$ cat config.mk
export PLATFORM = sky130hd
export DESIGN_NAME = neuron_param_loader_flat
export DESIGN_NICKNAME = d
export VERILOG_FILES = /design/src/rtl/neuron_loader_pkg.sv /design/src/rtl/neuron_param_loader_if.sv /design/src/rtl/neuron_loader_csum.sv /design/src/rtl/neuron_param_loader.sv /design/src/flat_wrapper.sv
export SDC_FILE = /design/constraint.sdc
export NUM_CORES = 1
export LEC_CHECK = 0
export BUFFER_PORTS_ARGS = -buffer_cell sky130_fd_sc_hd__buf_2
export CAP_MARGIN = 30
export CORE_MARGIN = 4
export CORE_UTILIZATION = 40
export CTS_CLUSTER_SIZE = 12
export DETAILED_ROUTE_END_ITERATION = 7
export GPL_TIMING_DRIVEN = 1
export PLACE_DENSITY_LB_ADDON = 0.08
export SLEW_MARGIN = 20
export SYNTH_ARGS = -nofsm -noshare
export SYNTH_HDL_FRONTEND = slang
export SYNTH_SLANG_ARGS = --single-unit
$ cat constraint.sdc
create_clock -name clk -period 1.8 [get_ports clk]
set_input_delay 0.36 -clock clk [delete_from_list [all_inputs] [get_ports clk]]
set_output_delay 0.36 -clock clk [all_outputs]
set_load 0.01 [all_outputs]
$ cat src/rtl/neuron_loader_pkg.sv
// Shared constants for the neuron parameter loader: FSM encodings,
// header field geometry and config-port width helper.
package neuron_loader_pkg;

  localparam logic [2:0] ST_IDLE   = 3'd0;
  localparam logic [2:0] ST_WEIGHT = 3'd1;
  localparam logic [2:0] ST_BIAS   = 3'd2;
  localparam logic [2:0] ST_FLUSH  = 3'd3;
  localparam logic [2:0] ST_CHECK  = 3'd4;

  function automatic int cfg_width(int dw);
    return 2 * dw + 1;
  endfunction

  // Neuron field sits in the low half, layer in the high half.
  function automatic int hdr_neuron_w(int dw);
    return dw / 2;
  endfunction

endpackage

$ cat src/rtl/neuron_param_loader_if.sv
// Valid/ready word stream from the AXI front end into the loader.
// master drives words, slave (the loader) drives s_ready.
interface neuron_param_loader_if #(
  parameter int DATA_WIDTH = 16
);
  logic [DATA_WIDTH-1:0] s_data;
  logic                  s_valid;
  logic                  s_last;
  logic                  s_ready;

  modport master (
    output s_data,
    output s_valid,
    output s_last,
    input  s_ready
  );

  modport slave (
    input  s_data,
    input  s_valid,
    input  s_last,
    output s_ready
  );
endinterface

$ cat src/rtl/neuron_loader_csum.sv
// Running sum of weights and bias plus compare against the check word.
// Only built when NEURON_LOADER_CHECKSUM_EN is defined.
`ifdef NEURON_LOADER_CHECKSUM_EN
module neuron_loader_csum #(
  parameter int DATA_WIDTH = 16
) (
  input  logic                  clk,
  input  logic                  rst,
  input  logic                  i_clr,
  input  logic                  i_add,
  input  logic [DATA_WIDTH-1:0] i_data,
  output logic                  o_match
);

  logic [DATA_WIDTH-1:0] r_sum;

  always_ff @(posedge clk or negedge rst) begin
    if (!rst) begin
      r_sum <= '0;
    end else if (i_clr) begin
      r_sum <= '0;
    end else if (i_add) begin
      r_sum <= r_sum + i_data;
    end
  end

  assign o_match = (i_data == r_sum);

endmodule
`endif

$ cat src/rtl/neuron_param_loader.sv
// Header/weights/bias sequencer feeding the shared neuron weight bus.
// Optional trailing checksum word under NEURON_LOADER_CHECKSUM_EN.
module neuron_param_loader
  import neuron_loader_pkg::*;
#(
  parameter int DATA_WIDTH = 16,
  parameter int NUM_WEIGHT = 128,
  parameter int NUM_LAYER  = 4,
  parameter int NUM_NEURON = 32
) (
  input  logic clk,
  input  logic rst,
  neuron_param_loader_if.slave s,
  output logic                               weightValid,
  output logic [DATA_WIDTH-1:0]              weightValue,
  output logic                               biasValid,
  output logic [DATA_WIDTH-1:0]              biasValue,
  output logic [cfg_width(DATA_WIDTH)-1:0]   config_layer_num,
  output logic [cfg_width(DATA_WIDTH)-1:0]   config_neuron_num,
  output logic                               done,
  output logic                               err
);

  localparam int CW  = cfg_width(DATA_WIDTH);
  localparam int NBW = hdr_neuron_w(DATA_WIDTH);
  localparam int WCW = $clog2(NUM_WEIGHT + 1);

  logic [2:0]            r_state;
  logic [WCW-1:0]        r_wcnt;
  logic                  r_oor;
  logic                  r_wvalid;
  logic                  r_bvalid;
  logic                  r_done;
  logic                  r_err;
  logic [DATA_WIDTH-1:0] r_wval;
  logic [DATA_WIDTH-1:0] r_bval;
  logic [CW-1:0]         r_layer;
  logic [CW-1:0]         r_neuron;

  logic          w_acc;
  logic          w_wlast;
  logic          w_oor;
  logic [CW-1:0] w_layer;
  logic [CW-1:0] w_neuron;

  // Ready is forced low while reset is held.
  assign s.s_ready = rst & (r_state != ST_FLUSH);
  assign w_acc     = s.s_valid & s.s_ready;
  assign w_wlast   = (r_wcnt == WCW'(NUM_WEIGHT - 1));

  assign w_layer  = CW'(s.s_data[DATA_WIDTH-1:NBW]);
  assign w_neuron = CW'(s.s_data[NBW-1:0]);
  assign w_oor    = (w_layer >= CW'(NUM_LAYER))
                  | (w_neuron >= CW'(NUM_NEURON));

`ifdef NEURON_LOADER_CHECKSUM_EN
  logic w_match;

  neuron_loader_csum #(
    .DATA_WIDTH (DATA_WIDTH)
  ) u_csum (
    .clk     (clk),
    .rst     (rst),
    .i_clr   (w_acc & (r_state == ST_IDLE)),
    .i_add   (w_acc & ((r_state == ST_WEIGHT)
                     | (r_state == ST_BIAS))),
    .i_data  (s.s_data),
    .o_match (w_match)
  );
`endif

  always_ff @(posedge clk or negedge rst) begin
    if (!rst) begin
      r_state  <= ST_IDLE;
      r_wcnt   <= '0;
      r_oor    <= 1'b0;
      r_wvalid <= 1'b0;
      r_bvalid <= 1'b0;
      r_done   <= 1'b0;
      r_err    <= 1'b0;
      r_wval   <= '0;
      r_bval   <= '0;
      r_layer  <= '0;
      r_neuron <= '0;
    end else begin
      r_wvalid <= 1'b0;
      r_bvalid <= 1'b0;
      r_done   <= 1'b0;
      unique case (1'b1)
        (r_state == ST_IDLE): begin
          if (w_acc) begin
            r_layer  <= w_layer;
            r_neuron <= w_neuron;
            r_oor    <= w_oor;
            r_err    <= s.s_last | w_oor;
            r_wcnt   <= '0;
            if (!s.s_last) r_state <= ST_WEIGHT;
          end
        end
        (r_state == ST_WEIGHT): begin
          if (w_acc) begin
            r_wvalid <= ~r_oor;
            r_wval   <= s.s_data;
            r_wcnt   <= r_wcnt + WCW'(1);
            // Any s_last here ends the packet before its bias.
            if (s.s_last) begin
              r_err   <= 1'b1;
              r_state <= ST_IDLE;
            end else if (w_wlast) begin
              r_state <= ST_BIAS;
            end
          end
        end
        (r_state == ST_BIAS): begin
          if (w_acc) begin
            r_bvalid <= ~r_oor;
            r_bval   <= s.s_data;
`ifdef NEURON_LOADER_CHECKSUM_EN
            if (s.s_last) r_err <= 1'b1;
            r_state <= s.s_last ? ST_FLUSH : ST_CHECK;
`else
            if (!s.s_last) r_err <= 1'b1;
            r_state <= ST_FLUSH;
`endif
          end
        end
`ifdef NEURON_LOADER_CHECKSUM_EN
        (r_state == ST_CHECK): begin
          if (w_acc) begin
            if (!w_match || !s.s_last) r_err <= 1'b1;
            r_state <= ST_FLUSH;
          end
        end
`endif
        (r_state == ST_FLUSH): begin
          r_done  <= 1'b1;
          r_state <= ST_IDLE;
        end
        default: r_state <= ST_IDLE;
      endcase
    end
  end

  assign weightValid       = r_wvalid;
  assign weightValue       = r_wval;
  assign biasValid         = r_bvalid;
  assign biasValue         = r_bval;
  assign config_layer_num  = r_layer;
  assign config_neuron_num = r_neuron;
  assign done              = r_done;
  assign err               = r_err;

endmodule

$ cat src/flat_wrapper.sv
// flat-port wrapper written by rule: the top's interface ports become plain ports
module neuron_param_loader_flat import neuron_loader_pkg::*;
#(
  parameter int DATA_WIDTH = 16,
  parameter int NUM_WEIGHT = 128,
  parameter int NUM_LAYER  = 4,
  parameter int NUM_NEURON = 32
)
  (clk, rst, weightValid, weightValue, biasValid, biasValue, config_layer_num, config_neuron_num, done, err, s_s_data, s_s_valid, s_s_last, s_s_ready);
  neuron_param_loader_if #(.DATA_WIDTH(DATA_WIDTH)) s_i ();
  input  logic clk;
  input  logic rst;
  output logic weightValid;
  output logic [DATA_WIDTH-1:0] weightValue;
  output logic biasValid;
  output logic [DATA_WIDTH-1:0] biasValue;
  output logic [cfg_width(DATA_WIDTH)-1:0] config_layer_num;
  output logic [cfg_width(DATA_WIDTH)-1:0] config_neuron_num;
  output logic done;
  output logic err;
  input wire logic [$bits(s_i.s_data)-1:0] s_s_data;
  input wire logic [$bits(s_i.s_valid)-1:0] s_s_valid;
  input wire logic [$bits(s_i.s_last)-1:0] s_s_last;
  output wire logic [$bits(s_i.s_ready)-1:0] s_s_ready;
  assign s_i.s_data = s_s_data;
  assign s_i.s_valid = s_s_valid;
  assign s_i.s_last = s_s_last;
  assign s_s_ready = s_i.s_ready;
  neuron_param_loader #(.DATA_WIDTH(DATA_WIDTH), .NUM_WEIGHT(NUM_WEIGHT), .NUM_LAYER(NUM_LAYER), .NUM_NEURON(NUM_NEURON)) u_core (.clk(clk), .rst(rst), .s(s_i), .weightValid(weightValid), .weightValue(weightValue), .biasValid(biasValid), .biasValue(biasValue), .config_layer_num(config_layer_num), .config_neuron_num(config_neuron_num), .done(done), .err(err));
endmodule
==> metrics.md, run 1 <==
| Metric | Value |
|---|---|
| Status | finished, final reports clean |
| List of most frequent post-synthesis cells | dfrtp_1, buf_4, mux2_2, mux2_4, nor2_1 |
| Critical Path AT | 1.35 ns |
| Hold WC Path Type | primary input to flop |
| Clock sinks | 63 |
| XOR/XNOR Fraction of Synth Area | 0% |
| Core Box Area | 7408 um2 |
| Tmin final | 1.711 ns |
| Die Area | 9303 um2 |
| R2r worst-path depth | 5 |
| Drt wl/cell | 14.66 um |
| Area Overhead vs Synth | 17.51% |
| Fin Setup TNS | 0 ns |
| Post-synth ARST share | 100.0% |
| PD cells | 1530 nW/um2 |
| Nets | 350 |
| RR Endpoint | u_core.r_state[1]$_DFFE_PN0P_ |
| Initial cell density of the core | 42.24% |
| Largest net degree at the start of global routing | 62 |
| Placement Setup Slack | 0.04512 ns |
| TritonRoute pass-1 iters | 4 |
| Yosys top cell by area | dfrtp_1 |
| Total number of vias | 1863 |
| Worst-Skew Late Latency | 0.33 ns |
| Main flop type after synthesis | dfrtp_1 |
| Simple-gate share of the synthesized area | 7.837% |
| DRT iter0 DRCs | 44 |
| Root buf cell | clkbuf_8 |
| Worst Slack Setup Final | 0.08948 ns |
| Drt total wl | 6.289 mm |
| RePlAce Congestion | 0.7295 |
| TritonCTS buffer count | 9 |
| Post-synthesis mux area share | 21.87% |
| Hold Fails Final Rpt | 0 |
| R2r setup slk | 0.12 ns |
| Chip Height | 96.45 um |
| Yosys cell types | 34 |
| Die X-Extent | 96.45 um |
| Synth area leaders | dfrtp_1, buf_4, mux2_2 |
| CTS Buffer Depth | 2 |
| Hold Startpoint | s_s_data[3] |
| Synthesized flop and latch total | 63 |
| CP startpoint kind | flop |
| Final global-route overflow total | 0 |
| Clk_skew | 0.006088 ns |
| Total of max-cap violations | 0 |
| Avg Cell Area, Syn | 13.20 um2 |
| Post-detail-place hpwl | 4.456 mm |
| Peak VDD IR | 647.9 uV |
| Fmax | 0.5846 GHz |
| Worst-Margin Slew | 0.7925 ns |
| Total GRT Usage | 14.41% |
| Fin util | 49.64% |
| Fraction of layout cells with a size suffix above 1 | 47.27% |
| Cells after synthesis | 237 |
| Via density | 4.343 |
| Seq/Total Area, Yosys | 50.38% |
| Max H-tree Level | 3 |
| Setup CP Type | flop to output pin |
| Required @ worst endpoint | 1.44 ns |
| Fin cells | 429 |
| Critical Path End Type | output pin |
| YS warnings | 0 |
| Row count | 31 |
| First-pass GRT wire length | 9.922 mm |
| Crit Reg-Reg Startpoint | u_core.r_state[0]$_DFFE_PN0P_ |
| Antenna viol nets, final | 0 |
| Hold Slack | 0.2816 ns |
| Largest family of logic cells by synthesized area | multiplexers |
| Worst Hold End | u_core.biasValue[3]$_DFFE_PN0P_ |
| Fill count | 721 |
| Max-slew violation count | 0 |
| Clock slew at reported path FFs | 0.07 ns |
| CTS tree | yes |
| Leakage power | 0.001934 uW |
| Vias in the first global route | 1931 |
| Endpoints failing setup | 0 |
| Critical path fanouts, max | 4 |
| Initial antenna violation count | 0 |
| # port buffers | 72 |
| Share of the synthesized area in the top cell type | 50.38% |
| Fraction of the mapped netlist area in compound gates | 3.479% |
| Worst Hold Depth | 2 |
| Most common cell in the synthesized netlist | dfrtp_1 |
| Synth Area in Adders | 1.999% |
| Ant. Diodes | 0 |
| Remaining DRCs | 0 |
| Placed Cells | 410 |
| Fin crit share | 95.03% |
| Syn Std Cell Area | 3129 um2 |
| Slew margin rel. | 47.16% |
| I/O pins | 123 |
| Post-synth EDFFs | 0 |
-- cell families (layout without fill, tap and decap cells) --
logic type      after synthesis  after routing
other cells                   1             50
buf+inv                      58            102
compound gates               17             17
simple gates                 38             38
fa+ha+maj                     5              5
mux                          55             55
flops                        63             63
-- flip-flops by register name, summed over array words and instances, names as in the netlist, 2 cells and up --
name and flops:
u_core.biasValue 16, u_core.weightValue 16, u_core.r_wcnt 8, u_core.config_layer_num 8, u_core.config_neuron_num 8, u_core.r_state 2
-- worst max-delay path: stages, from the launching register on --
cell,delay (ns)
dfrtp_1,0.40
ha_2,0.21
buf_6,0.12
and2b_1,0.17
buf_2,0.12
-- routing by layer --
layer	part of all wire (%)	GRT usage, %
met1	41	17.58
met2	50	22.82
met4	1.2	4.556
met3	7.9	6.507
met5	0	0
-- final cells by class --
| class | instances | area (um2) | area share [%] |
|---|---|---|---|
| Timing Repair Buffer | 83 | 461.7 | 12.56 |
| Tap cell | 99 | 123.9 | 3.368 |
| Clock inverter | 5 | 56.30 | 1.531 |
| Clock buffer | 11 | 151.4 | 4.117 |
| Inverter | 3 | 11.26 | 0.3062 |
| Multi-Input combinational cell | 165 | 1296 | 35.25 |
| Sequential cell | 63 | 1577 | 42.87 |
-- through the flow --
stage	instance area (um2)	power [uW]
floorplan	3313	3684
global placement	3433	4352
detailed placement	3433	4379
CTS	3666	5709
global route	3677	6052
finish	3677	5628
-- where the power goes --
group	switching [uW]	internal (uW)	leakage, uW
registers	317	1960	0.000773
logic	1010	1070	0.00106
clock network	560	713	0.000105
-- timing repair --
action / CTS / global route
setup buffers: 2 / 0
endpoints found under the hold margin: 2 / 0
pin swaps: 0 / 1
gates cloned: 0 / 0
endpoints found under the setup margin: 1 / 2
gates resized for setup: 0 / 4
hold buffers: 1 / 0
-- cell usage in the layout (no fill, tap or decap), drive strengths merged --
cell,synthesis,layout
or3,1,1
nand2,12,12
o22ai,1,1
and4,1,1
bufinv,0,1
nand3b,1,1
nand3,3,3
nand4,1,1
conb,1,50
a32o,1,1
and2b,1,1
mux2,50,50
o32ai,2,2
buf,55,82
nor4,1,1
nor3b,1,1
nor2,10,10
clkinv,0,3
clkbuf,0,11
mux2i,5,5
clkinvlp,0,1
a22o,1,1
a211o,1,1
a21oi,3,3
nor4b,2,2
dlygate4sd3,0,1
ha,5,5
o21bai,1,1
o21ai,7,7
dfrtp,63,63
inv,3,3
nor3,3,3
and3b,1,1
-- how the worst max path moves through the flow --
stage                                              from                                      to  cells after the start
after floorplan           u_core.r_state[0]$_DFFE_PN0P_  u_core.config_layer_num[0]$_DFFE_PN0P_                      6
after global placement                     s_s_data[13]                  u_core.err$_DFFE_PN0P_                      5
after detailed placement  u_core.r_state[1]$_DFFE_PN0P_           u_core.r_state[1]$_DFFE_PN0P_                      5
after CTS                 u_core.r_state[0]$_DFFE_PN0P_                               s_s_ready                      4
after global routing      u_core.r_state[1]$_DFFE_PN0P_                               s_s_ready                      4
final                     u_core.r_state[1]$_DFFE_PN0P_                               s_s_ready                      4
Note: power is estimated with default switching activity, not from simulation.
==> run 2, diff against run 1 <==
--- a/config.mk
+++ b/config.mk
@@ -5,7 +5,7 @@
 export SDC_FILE = /design/constraint.sdc
 export NUM_CORES = 1
 export LEC_CHECK = 0
-export BUFFER_PORTS_ARGS = -buffer_cell sky130_fd_sc_hd__buf_2
+export BUFFER_PORTS_ARGS = -buffer_cell sky130_fd_sc_hd__buf_4
 export CAP_MARGIN = 30
 export CORE_MARGIN = 4
 export CORE_UTILIZATION = 40
==> metrics.md, run 2 (same netlist as run 1, synthesis figures left out) <==
| Metric | Value |
|---|---|
| CP Buf/Inv Count | 1 (was 2) |
| Clk_skew | 0.003949 ns (was 0.006088 ns) |
| Post-detail-place hpwl | 4.456 mm (about the same) |
| Total number of vias | 1908 (was 1863) |
| TritonRoute pass-1 iters | 4 (unchanged) |
| CTS Buffer Depth | 2 (unchanged) |
| Crit Reg-Reg Startpoint | u_core.r_state[0]$_DFFE_PN0P_ (unchanged) |
| Status | finished, final reports clean (unchanged) |
| Drt total wl | 6.325 mm (was 6.289 mm) |
| DRT iter0 DRCs | 34 (was 44) |
| Setup CP Type | flop to flop (was flop to output pin) |
| Die Area | 9303 um2 (unchanged) |
| Chip Height | 96.45 um (unchanged) |
| Slew margin rel. | 47.88% (was 47.16%) |
| Endpoints failing setup | 0 (unchanged) |
| Tmin final | 1.741 ns (was 1.711 ns) |
| CP startpoint kind | flop (unchanged) |
| Most frequent cells in the layout | buf_4, dfrtp_1, conb_1 (was buf_2, dfrtp_1, conb_1) |
| RR Endpoint | u_core.biasValue[1]$_DFFE_PN0P_ (was u_core.r_state[1]$_DFFE_PN0P_) |
| Remaining DRCs | 0 (unchanged) |
| Top layer in use | met4 (unchanged) |
| Area Overhead vs Synth | 25.03% (was 17.51%) |
| Max incr delay on CP | 0.41 ns (was 0.40 ns) |
| RePlAce Congestion | 0.7568 (was 0.7295) |
| Leakage power | 0.002005 uW (was 0.001934 uW) |
| TritonCTS buffer count | 9 (unchanged) |
| CP Cell Sequence | ha_2, and3b_4, buf_12, nand2_8, mux2_4 (was ha_2, buf_6, and2b_1, buf_2) |
| Largest net degree at the start of global routing | 64 (was 62) |
| R2r setup slk | 0.06 ns (was 0.12 ns) |
| I/O pins | 123 (unchanged) |
| Initial cell density of the core | 42.24% (unchanged) |
| Worst-Skew Late Latency | 0.33 ns (about the same) |
| Met3 wire length | 487 um (was 496 um) |
| CP top delay family | simple AND/OR/NAND/NOR gates (was flip-flops) |
| Final global-route overflow total | 0 (unchanged) |
| Row count | 31 (unchanged) |
| Worst-Margin Slew | 0.7818 ns (was 0.7925 ns) |
| Nets | 351 (was 350) |
| # port buffers | 72 (unchanged) |
| R2r worst-path depth | 5 (unchanged) |
| Hold WC Path Type | primary input to asynchronous set/reset pin (was primary input to flop) |
| Critical path's slowest cell | dfrtp_1 (unchanged) |
| Hold Slack | 0.2472 ns (was 0.2816 ns) |
| Initial antenna violation count | 0 (unchanged) |
| Antenna viol nets, final | 0 (unchanged) |
| Critical Path Start | u_core.r_state[0]$_DFFE_PN0P_ (was u_core.r_state[1]$_DFFE_PN0P_) |
| Total GRT Usage | 14.08% (was 14.41%) |
| Ant. Diodes | 0 (unchanged) |
| Fmax | 0.5744 GHz (was 0.5846 GHz) |
| M1 WL | 2.605 mm (was 2.583 mm) |
| Critical path fanouts, max | 17 (was 4) |
| Critical Path AT | 1.96 ns (was 1.35 ns) |
| DR WL met2 | 3.100 mm (was 3.131 mm) |
| First-pass GRT wire length | 9.687 mm (was 9.922 mm) |
| Power Total | 6082 uW (was 5628 uW) |
| Die X-Extent | 96.45 um (unchanged) |
| Critical Path Stages | 5 (was 4) |
| Peak VDD IR | 817.4 uV (was 647.9 uV) |
| Fin crit share | 96.72% (was 95.03%) |
| Clock sinks | 63 (unchanged) |
| Clock slew at reported path FFs | 0.07 ns (about the same) |
| Total of max-cap violations | 0 (unchanged) |
| Vias in the first global route | 1921 (was 1931) |
| Root buf cell | clkbuf_8 (unchanged) |
| Fraction of layout cells with a size suffix above 1 | 47.43% (was 47.27%) |
| Core Box Area | 7408 um2 (unchanged) |
| PD cells | 1555 nW/um2 (was 1530 nW/um2) |
| Drt wl/cell | 14.71 um (was 14.66 um) |
| Max-slew violation count | 0 (unchanged) |
| Critical Path End Type | flop (was output pin) |
| Design Area, Final | 3913 um2 (was 3677 um2) |
| CTS tree | yes (unchanged) |
| Max H-tree Level | 3 (unchanged) |
| Required @ worst endpoint | 2.02 ns (was 1.44 ns) |
| Post-placement cell area | 3586 um2 (was 3433 um2) |
| Hold Fails Final Rpt | 0 (unchanged) |
| Via density | 4.437 (was 4.343) |
| Most common cell after layout, fill and taps aside | buf_4 (was buf_2) |
| Crit path to | u_core.biasValue[1]$_DFFE_PN0P_ (was s_s_ready) |
| Fill count | 674 (was 721) |
==> run 2: area by class of cell <==
class                      instances  area [um2]  area share, %
clock inverter                     5       80.08          2.047
clock buffer                      11       151.4          3.870
sequential                        63        1577          40.29
multi-input combinational        165        1306          33.39
inverter                           3       11.26         0.2878
tap                               99       123.9          3.166
timing repair buffer              84       663.1          16.95
==> run 2: how the worst min path moves through the flow <==
stage,slack (ns),cells after the start,from,endpoint
after floorplan,0.06,0,rst,u_core.biasValid$_DFF_PN0_
after CTS,0.25,2,s_s_data[0],u_core.biasValue[0]$_DFFE_PN0P_
final,0.25,2,rst,u_core.r_oor$_DFFE_PN0P_
after global placement,0.45,1,u_core.r_oor$_DFFE_PN0P_,u_core.biasValid$_DFF_PN0_
after detailed placement,0.46,1,u_core.r_oor$_DFFE_PN0P_,u_core.weightValid$_DFF_PN0_
after global routing,0.25,2,s_s_data[8],u_core.config_layer_num[0]$_DFFE_PN0P_
==> run 2: layer usage <==
| layer | GRT usage, % | vias up |
|---|---|---|
| met3 | 5.345 | 10 |
| met1 | 17.32 | 934 |
| met4 | 6.308 | 0 |
| met5 | 0 | - |
| li1 | - | 895 |
| met2 | 21.95 | 69 |
==> run 2: where the power goes <==
group / total [uW] / switching, uW / leakage (uW) / internal (uW)
registers: 2310 / 352 / 0.000773 / 1960
logic: 2360 / 1020 / 0.00112 / 1340
clock network: 1410 / 560 / 0.000112 / 853
==> run 2: worst reg2reg max path: stages (launching register included) <==
cell and delay [ns]:
dfrtp_1 0.41, ha_2 0.21, and3b_4 0.40, buf_12 0.13, nand2_8 0.13, mux2_4 0.34
==> run 2: stage by stage <==
step / TNS, ns / setup slack, ns / std cells / util [%]
6_report: 0 / 0.05905 / 430 / 52.81
5_1_grt: -0.01419 / -0.008293 / 430 / 52.81
4_1_cts: 0 / 0.002034 / 425 / 51.63
3_5_place_dp: 0 / 0.01885 / 408 / 48.40
3_3_place_gp: 0 / 0.05179 / 408 / 48.40
2_1_floorplan: 0 / 0.1223 / 286 / -
==> run 2: timing repair <==
action                                  in CTS  in global routing
hold buffers                                 0                  0
endpoints found under the setup margin       1                 30
buffers inserted                             1                  5
gates resized for setup                      0                  6
==> run 3, diff against run 2 <==
--- a/config.mk
+++ b/config.mk
@@ -9,7 +9,6 @@
 export CAP_MARGIN = 30
 export CORE_MARGIN = 4
 export CORE_UTILIZATION = 40
-export CTS_CLUSTER_SIZE = 12
 export DETAILED_ROUTE_END_ITERATION = 7
 export GPL_TIMING_DRIVEN = 1
 export PLACE_DENSITY_LB_ADDON = 0.08
==> constraint.sdc (replaced) <==
create_clock -name clk -period 1.91 [get_ports clk]
set_input_delay 0.382 -clock clk [delete_from_list [all_inputs] [get_ports clk]]
set_output_delay 0.382 -clock clk [all_outputs]
set_load 0.02 [all_outputs]
==> metrics.md, run 3 (same netlist as run 1, synthesis figures left out) <==
| Metric | Value |
|---|---|
| Met3 usage | 6.662% (was 5.345%) |
| Post-CTS setup buffer count | 0 (was 1) |
| Most common cell after layout, fill and taps aside | buf_4 (unchanged) |
| Area Overhead vs Synth | 19.59% (was 25.03%) |
| Root buf cell | clkbuf_8 (unchanged) |
| Die X-Extent | 96.45 um (unchanged) |
| CTS tree | yes (unchanged) |
| PostCTS Resize Cnt | 0 (unchanged) |
| Busiest layer in global routing | met2 (unchanged) |
| RePlAce Congestion | 0.7204 (was 0.7568) |
| Critical Path End Type | output pin (was flop) |
| TritonCTS buffer count | 9 (unchanged) |
| Chip Height | 96.45 um (unchanged) |
| Clock slew at reported path FFs | 0.07 ns (about the same) |
| RSZ-0062 raised after global routing | no |
| First-pass GRT wire length | 9.570 mm (was 9.687 mm) |
| Critical Path AT | 1.43 ns (was 1.96 ns) |
| Initial antenna violation count | 0 (unchanged) |
| Worst-Skew Late Latency | 0.33 ns (about the same) |
| Fin Setup TNS | 0 ns (unchanged) |
| Antenna viol nets, final | 0 (unchanged) |
| Fraction of layout cells with a size suffix above 1 | 44.72% (was 47.43%) |
| DRT iter0 DRCs | 45 (was 34) |
| Drt total wl | 6.269 mm (was 6.325 mm) |
| Critical Path Start | u_core.r_state[1]$_DFFE_PN0P_ (was u_core.r_state[0]$_DFFE_PN0P_) |
| Slew margin rel. | 62.31% (was 47.88%) |
| Initial cell density of the core | 42.24% (unchanged) |
| Core Box Area | 7408 um2 (unchanged) |
| Crit Reg-Reg Startpoint | u_core.r_state[1]$_DFFE_PN0P_ (was u_core.r_state[0]$_DFFE_PN0P_) |
| Row count | 31 (unchanged) |
| Fill count | 687 (was 674) |
| Required @ worst endpoint | 1.53 ns (was 2.02 ns) |
| CTS Buffer Depth | 2 (unchanged) |
| # port buffers | 72 (unchanged) |
| Peak VDD IR | 805.8 uV (was 817.4 uV) |
| Cts-stage hold buffer count | 0 (unchanged) |
| Post-detail-place hpwl | 4.497 mm (was 4.456 mm) |
| Met2 usage | 21.78% (was 21.95%) |
| Hold WC Path Type | primary input to asynchronous set/reset pin (unchanged) |
| Fin util | 50.52% (was 52.81%) |
| Clock sinks | 63 (unchanged) |
| PD cells | 1521 nW/um2 (was 1555 nW/um2) |
| Total number of vias | 1890 (was 1908) |
| Vias in the first global route | 1862 (was 1921) |
| Setup CP Type | flop to output pin (was flop to flop) |
| Clk_skew | 0.005276 ns (was 0.003949 ns) |
| Nets | 344 (was 351) |
| Die Area | 9303 um2 (unchanged) |
| Via density | 4.489 (was 4.437) |
| Most frequent cells in the layout | buf_4, dfrtp_1, conb_1 (unchanged) |
| R2r worst-path depth | 4 (was 5) |
| Final global-route overflow total | 0 (unchanged) |
| Total of max-cap violations | 0 (unchanged) |
| Tmin final | 1.809 ns |
| Max H-tree Level | 3 (unchanged) |
| Total GRT Usage | 13.98% (was 14.08%) |
| CP startpoint kind | flop (unchanged) |
| I/O pins | 123 (unchanged) |
| Hold Fails Final Rpt | 0 (unchanged) |
| Remaining DRCs | 0 (unchanged) |
| Ant. Diodes | 0 (unchanged) |
| Fin crit share | 94.71% |
| Drt wl/cell | 14.89 um (was 14.71 um) |
| Worst-Margin Slew | 0.5616 ns (was 0.7818 ns) |
| Max-slew violation count | 0 (unchanged) |
| Critical path fanouts, max | 5 (was 17) |
| TritonRoute pass-1 iters | 4 (unchanged) |
| Leakage power | 0.001930 uW (was 0.002005 uW) |
| Endpoints failing setup | 0 (unchanged) |
| Largest net degree at the start of global routing | 45 (was 64) |
| Status | finished, final reports clean (unchanged) |
| Met1 usage | 17.24% (was 17.32%) |
| Fmax | 0.5528 GHz |
## run 3: cell type report
| type | count | area (um2) | share of cell area, % |
|---|---|---|---|
| Sequential cell | 63 | 1577 | 42.13 |
| Clock inverter | 1 | 5.005 | 0.1337 |
| Clock buffer | 13 | 158.9 | 4.246 |
| Tap cell | 99 | 123.9 | 3.310 |
| Timing Repair Buffer | 77 | 578.1 | 15.45 |
| Multi-Input combinational cell | 165 | 1289 | 34.44 |
| Inverter | 3 | 11.26 | 0.3009 |
## run 3: final timing paths
path,to,slack (ns)
hold reg to reg,u_core.biasValid$_DFF_PN0_,0.47
setup / recovery,s_s_ready,0.10
hold / removal,u_core.weightValue[2]$_DFFE_PN0P_,0.05
max in group asynchronous,u_core.biasValue[12]$_DFFE_PN0P_,1.35
setup reg to reg,u_core.r_wcnt[2]$_DFFE_PN0P_,0.12
min in group clk,u_core.biasValue[0]$_DFFE_PN0P_,0.29
## run 3: per-layer routing
| metal | wire (um) | up-vias |
|---|---|---|
| met5 | 0 | - |
| met4 | 21 | 0 |
| met3 | 469 | 3 |
| met2 | 3168 | 72 |
| met1 | 2610 | 934 |
| li1 | - | 881 |
## run 3: critical path, stage by stage, from the launching register on
cell	delay, ns
dfrtp_1	0.42
ha_1	0.21
buf_4	0.15
and2b_1	0.18
buf_4	0.13
## run 3: where the power goes
| group | internal (uW) | total [uW] | switching (uW) |
|---|---|---|---|
| clock | 527 | 1000 | 474 |
| sequential | 1850 | 2190 | 341 |
| combinational | 1210 | 2510 | 1290 |
## run 3: metrics by stage
step                      cells  total power, uW  instance area (um2)  setup slack [ns]  hold WS (ns)
final                       421             5694                 3742            0.1011       0.05277
after global routing        421             6053                 3742           0.01675       0.06255
after CTS                   421             5777                 3742           0.06648       0.04794
after detailed placement    407             4747                 3578            0.1316        0.4180
after global placement      407             4727                 3578            0.1533        0.4269
after floorplan             286             3841                 3313            0.2323       0.08641
